==> config.mk <==
export PLATFORM = sky130hd
export DESIGN_NAME = fetch_stage
export DESIGN_NICKNAME = d
export VERILOG_FILES = /design/src/rtl/fetch_stage.sv
export SDC_FILE = /design/constraint.sdc
export NUM_CORES = 1
export LEC_CHECK = 0
export BUFFER_PORTS_ARGS = -buffer_cell sky130_fd_sc_hd__buf_2
export CAP_MARGIN = 25
export CORE_MARGIN = 4
export CORE_UTILIZATION = 54
export DETAILED_ROUTE_END_ITERATION = 10
export HOLD_SLACK_MARGIN = 0.05
export PLACE_DENSITY = 0.83
export SYNTH_ARGS = -nofsm -noshare
export SYNTH_HDL_FRONTEND = slang
export SYNTH_SLANG_ARGS = --single-unit
==> constraint.sdc <==
create_clock -name clk -period 2.2 [get_ports clk]
set_input_delay 0.22 -clock clk [delete_from_list [all_inputs] [get_ports clk]]
set_output_delay 0.22 -clock clk [all_outputs]
set_load 0.02 [all_outputs]
==> src/rtl/fetch_stage.sv <==
// Instruction fetch stage: owns the PC, fetches 32-bit words over a req/ack
// handshake, slices them for the control stage, and handles stalls and branches.
module fetch_stage #(
    parameter int              PC_W     = 16,
    parameter logic [PC_W-1:0] RESET_PC = '0,
    parameter int              PC_STEP  = 4,
    parameter logic [4:0]      NOP_OP   = 5'd16
) (
    input  logic            clk,
    input  logic            rst,
    output logic            imem_req,
    output logic [PC_W-1:0] imem_addr,
    input  logic            imem_ack,
    input  logic [31:0]     imem_rdata,
    input  logic            stall,
    input  logic            branch_taken,
    input  logic [PC_W-1:0] branch_target,
    output logic [4:0]      opcode,
    output logic [3:0]      reg3_addr,
    output logic [15:0]     offset,
    output logic            instr_fetch,
    output logic            branch_flush,
    output logic [PC_W-1:0] pc_out,
    output logic            fsm_state
);

    // Handshake: imem_req, once high, holds with a constant imem_addr until a
    // cycle with imem_ack=1; the word is taken on that edge. imem_ack is
    // meaningless while imem_req=0.

    typedef enum logic {RUN = 1'b0, DRAIN = 1'b1} state_t;

    localparam logic [PC_W-1:0] STEP = PC_W'(PC_STEP);

    state_t          state_q, state_d;
    logic [PC_W-1:0] pc_q, pc_d;
    logic [PC_W-1:0] tgt_q, tgt_d;
    logic            req_q, req_d;
    logic [4:0]      op_q, op_d;
    logic [3:0]      r3_q, r3_d;
    logic [15:0]     off_q, off_d;
    logic            vld_q, vld_d;
    logic            flush_q, flush_d;
    logic [PC_W-1:0] pcout_q, pcout_d;
    logic            skid_vld_q, skid_vld_d;
    logic [4:0]      skid_op_q, skid_op_d;
    logic [3:0]      skid_r3_q, skid_r3_d;
    logic [15:0]     skid_off_q, skid_off_d;
    logic [PC_W-1:0] skid_pc_q, skid_pc_d;

    logic            ack_v;
    logic [4:0]      w_op;
    logic [3:0]      w_r3;
    logic [15:0]     w_off;
    logic            unused_rdata;

    assign ack_v        = imem_ack & req_q;
    assign w_op         = imem_rdata[31:27];
    assign w_r3         = imem_rdata[26:23];
    assign w_off        = imem_rdata[15:0];
    assign unused_rdata = ^imem_rdata[22:16];

    always_comb begin
        state_d    = state_q;
        pc_d       = pc_q;
        tgt_d      = tgt_q;
        req_d      = req_q;
        op_d       = op_q;
        r3_d       = r3_q;
        off_d      = off_q;
        vld_d      = vld_q;
        flush_d    = 1'b0;
        pcout_d    = pcout_q;
        skid_vld_d = skid_vld_q;
        skid_op_d  = skid_op_q;
        skid_r3_d  = skid_r3_q;
        skid_off_d = skid_off_q;
        skid_pc_d  = skid_pc_q;

        if (branch_taken) begin
            flush_d    = 1'b1;
            op_d       = NOP_OP;
            r3_d       = '0;
            off_d      = '0;
            vld_d      = 1'b0;
            skid_vld_d = 1'b0;
            // An outstanding request must finish before the address may change.
            if (!req_q || ack_v) begin
                pc_d    = branch_target;
                req_d   = 1'b1;
                state_d = RUN;
            end else begin
                tgt_d   = branch_target;
                state_d = DRAIN;
            end
        end else if (state_q == DRAIN) begin
            if (ack_v) begin
                pc_d    = tgt_q;
                req_d   = 1'b1;
                state_d = RUN;
            end
        end else if (stall) begin
            if (ack_v) begin
                skid_vld_d = 1'b1;
                skid_op_d  = w_op;
                skid_r3_d  = w_r3;
                skid_off_d = w_off;
                skid_pc_d  = pc_q;
                pc_d       = pc_q + STEP;
                req_d      = 1'b0;
            end else begin
                req_d = !skid_vld_q;
            end
        end else if (skid_vld_q) begin
            // imem_req is low while the buffer is full, so no ack competes here.
            op_d       = skid_op_q;
            r3_d       = skid_r3_q;
            off_d      = skid_off_q;
            vld_d      = 1'b1;
            pcout_d    = skid_pc_q;
            skid_vld_d = 1'b0;
            req_d      = 1'b1;
        end else if (ack_v) begin
            op_d    = w_op;
            r3_d    = w_r3;
            off_d   = w_off;
            vld_d   = 1'b1;
            pcout_d = pc_q;
            pc_d    = pc_q + STEP;
            req_d   = 1'b1;
        end else begin
            op_d  = NOP_OP;
            r3_d  = '0;
            off_d = '0;
            vld_d = 1'b0;
            req_d = 1'b1;
        end
    end

    always_ff @(posedge clk) begin
        if (rst) begin
            state_q    <= RUN;
            pc_q       <= RESET_PC;
            tgt_q      <= RESET_PC;
            req_q      <= 1'b0;
            op_q       <= NOP_OP;
            r3_q       <= '0;
            off_q      <= '0;
            vld_q      <= 1'b0;
            flush_q    <= 1'b0;
            pcout_q    <= '0;
            skid_vld_q <= 1'b0;
            skid_op_q  <= NOP_OP;
            skid_r3_q  <= '0;
            skid_off_q <= '0;
            skid_pc_q  <= '0;
        end else begin
            state_q    <= state_d;
            pc_q       <= pc_d;
            tgt_q      <= tgt_d;
            req_q      <= req_d;
            op_q       <= op_d;
            r3_q       <= r3_d;
            off_q      <= off_d;
            vld_q      <= vld_d;
            flush_q    <= flush_d;
            pcout_q    <= pcout_d;
            skid_vld_q <= skid_vld_d;
            skid_op_q  <= skid_op_d;
            skid_r3_q  <= skid_r3_d;
            skid_off_q <= skid_off_d;
            skid_pc_q  <= skid_pc_d;
        end
    end

    assign imem_req     = req_q;
    assign imem_addr    = pc_q;
    assign opcode       = op_q;
    assign reg3_addr    = r3_q;
    assign offset       = off_q;
    assign instr_fetch  = vld_q;
    assign branch_flush = flush_q;
    assign pc_out       = pcout_q;
    assign fsm_state    = (state_q == DRAIN);

endmodule

==> results.yml <==
synth:
  synthAdderAreaFrac_pct: 0.248
  synthMuxAreaShare_pct: 3.56
  ys_async_sr_fraction_pct: 0
  syn_area_um2: 5050
  postSynthCellCount: 609
  syn_area_per_cell_um2: 8.30
  ys_ff_latch: 119
  synth_xor_area_share_pct: 0
  synth-simple-area-share_pct: 18.7
  syn-num-nets: 663
  ys_seq_area_share_pct: 47.1
  synth_cell_type_count: 48
  yosys_warnings: 0
  synthFlopType: "dfxtp_1"
  synth_enable_flop_cells: 0
  synth-compound-area-share_pct: 24.4
  synth_top_family_by_area: "compound AO/OA/AOI/OAI gates"
run:
  cap_violations: 0
routing:
  wl_um: 14200
  vias: 5058
  drt_first_pass_iters: 7
  antenna_left: 0
  wl_per_cell_um: 16.5
  drtIter0Drc: 459
  detail_route.vias_per_cell: 5.88
  drc_errors: 0
setup_path:
  cp_data_arrival_time_ns: 2.29
  cp_slowest_cell: "dfxtp_1"
  cp-end-kind: "flip-flop"
  cp_num_buf_inv: 0
  crit_type: "flip-flop to flip-flop"
  critical_path.max_fanout: 8
  cp-start-kind: "flip-flop"
  cp_data_required_time_ns: 2.65
  crit_family: "simple AND/OR/NAND/NOR gates"
  crit_path_cell_trace: "ha_1 > nand3_1 > or2_2 > nor3_1 > o32a_1"
  critPathMaxStageDelay_ns: 0.50
timing:
  finalClockSkew_ns: 0.00890
  hold_violations: 0
  period_needed_ns: 1.84
  finalWorstSetupSlack_ns: 0.356
  timing.slew.headroom_pct: 59.6
  tightest_slew_ns: 0.603
  rsz0062_at_grt: "false"
  finalSetupViolCount: 0
  drv_slew: 0
  holdWs_ns: 0.0646
  tns_ns: 0
  clock.fmax_mhz: 542
  fin_crit_sh_pct: 83.8
global_routing:
  grt_usage_pct: 25.8
  first_global_vias: 4851
  grt_overflow: 0
  grt_antenna_before_repair: 0
  grt_pass1_wl_um: 23400
  grt_max_degree: 91
die:
  die_area_um2: 11000
  rows: 35
  fp.dieW_um: 105
  core_um2: 9200
  fp.dieH_um: 105
  io_pins: 114
  start_util_pct: 55.0
clocking:
  htree_levels: 4
  clk_latency_ns: 0.51
  path_clk_slew_ns: 0.06
  cts_tree: "done"
  postCtsSetupRepairBufs: 0
  cts_buffer_depth: 2
  clock-sinks: 119
  cts_buffers: 17
  root_buffer: "clkbuf_8"
final_layout:
  fin_nets: 790
  area_growth_pct: 30.1
  drive_gt1_share_pct: 21.1
  antenna_cells: 0
place:
  pre_cts_slack_ns: 0.426
  gp_congestion: 0.883
  portBuffers: 106
  place_hpwl_um: 8670
power_and_ir_drop:
  p_per_area_nw_per_um2: 859
  worst_ir_drop_vdd_uv: 555
  leakagePower_nw: 2.51
  finalPower_mw: 5.65
status:
  run_status: "finished, final reports clean"
min_path:
  hold_path.class: "input pin to flip-flop"
[layout make-up]
class                   count  area, um2
clock buffers              21        459
clock inverters            11        124
fillers                   664       2620
inverters                   7       26.3
multi-input cells         431       2380
flip-flops and latches    119       2380
well taps                 111        139
repair buffers            160       1060
[placed cells by master, fill, tap and decap left out, drive strengths merged, types with 9 or more instances in the layout]
cell,instances
mux2i,18
nor2,53
dfxtp,119
a211oi,49
a21oi,75
a22oi,24
clkbuf,21
o21ai,9
buf,119
dlygate4sd3,41
nand2,137
[cells in the mapped netlist, drive strengths merged (5+ instances only)]
cell type / instances / area, um2
nand2: 137 / 514
dfxtp: 119 / 2380
a21oi: 75 / 375
nor2: 53 / 201
a211oi: 49 / 368
buf: 26 / 176
clkbuf: 26 / 97.6
a22oi: 24 / 180
mux2i: 18 / 180
o21ai: 9 / 45.0
inv: 7 / 26.3
nand3: 7 / 35.0
nor3: 6 / 35.0
o211ai: 5 / 37.5
or3: 5 / 31.3
[registers in the layout (all words and copies together), names as in the netlist]
| name | flops |
|---|---|
| imem_addr | 16 |
| offset | 16 |
| pc_out | 16 |
| skid_off_q | 16 |
| skid_pc_q | 16 |
| tgt_q | 16 |
| opcode | 5 |
| skid_op_q | 5 |
| reg3_addr | 4 |
| skid_r3_q | 4 |
| branch_flush | 1 |
| fsm_state | 1 |
| imem_req | 1 |
| instr_fetch | 1 |
| skid_vld_q | 1 |
[repair_timing]
item	in CTS	in global routing
hold buffers	41	0
resized for setup	0	0
endpoints found under the hold margin	45	0
[stage by stage]
stage	cell area, um2	utilization, %	std cells
after global routing	6580	71.5	860
after CTS	6580	71.5	860
after detailed placement	5590	60.7	787
after floorplan	5050	-	609
after global placement	5590	60.7	787
final	6580	71.5	860
[final timing paths]
| kind | depth (start not counted) | to | slack [ns] | from |
|---|---|---|---|---|
| setup / recovery | 5 | imem_addr[12] | 0.36 | imem_addr[2] |
| hold / removal | 3 | skid_op_q[4] | 0.06 | rst |
| setup reg to reg | 5 | imem_addr[12] | 0.36 | imem_addr[2] |
| hold reg to reg | 2 | skid_op_q[2] | 0.46 | skid_op_q[2] |
[routing by layer]
metal  share of wire, %  global-route usage (%)
met5                  0                       0
met4                1.7                    7.59
met3                8.1                    7.23
met2                 49                    42.6
met1                 42                    33.0
[power by group]
part	internal, mW	switching, mW	total, mW
sequential	2.24	0.0942	2.33
clock	1.70	0.970	2.67
combinational	0.256	0.391	0.648
total	4.19	1.46	5.65
[tightest hold or removal path, delay by kind of cell]
kind,cells,cell delay [ns]
AND/OR/NAND/NOR,1,0.08
buffers and inverters,2,0.24
[logic make-up after synthesis]
kind of cell / count (synthesis)
DFF: 119
AOI/OAI and AO/OA: 187
adders and majority gates: 1
and+or+nand+nor: 225
buffers and inverters: 59
muxes: 18
Power figures use the tool's default switching activity.
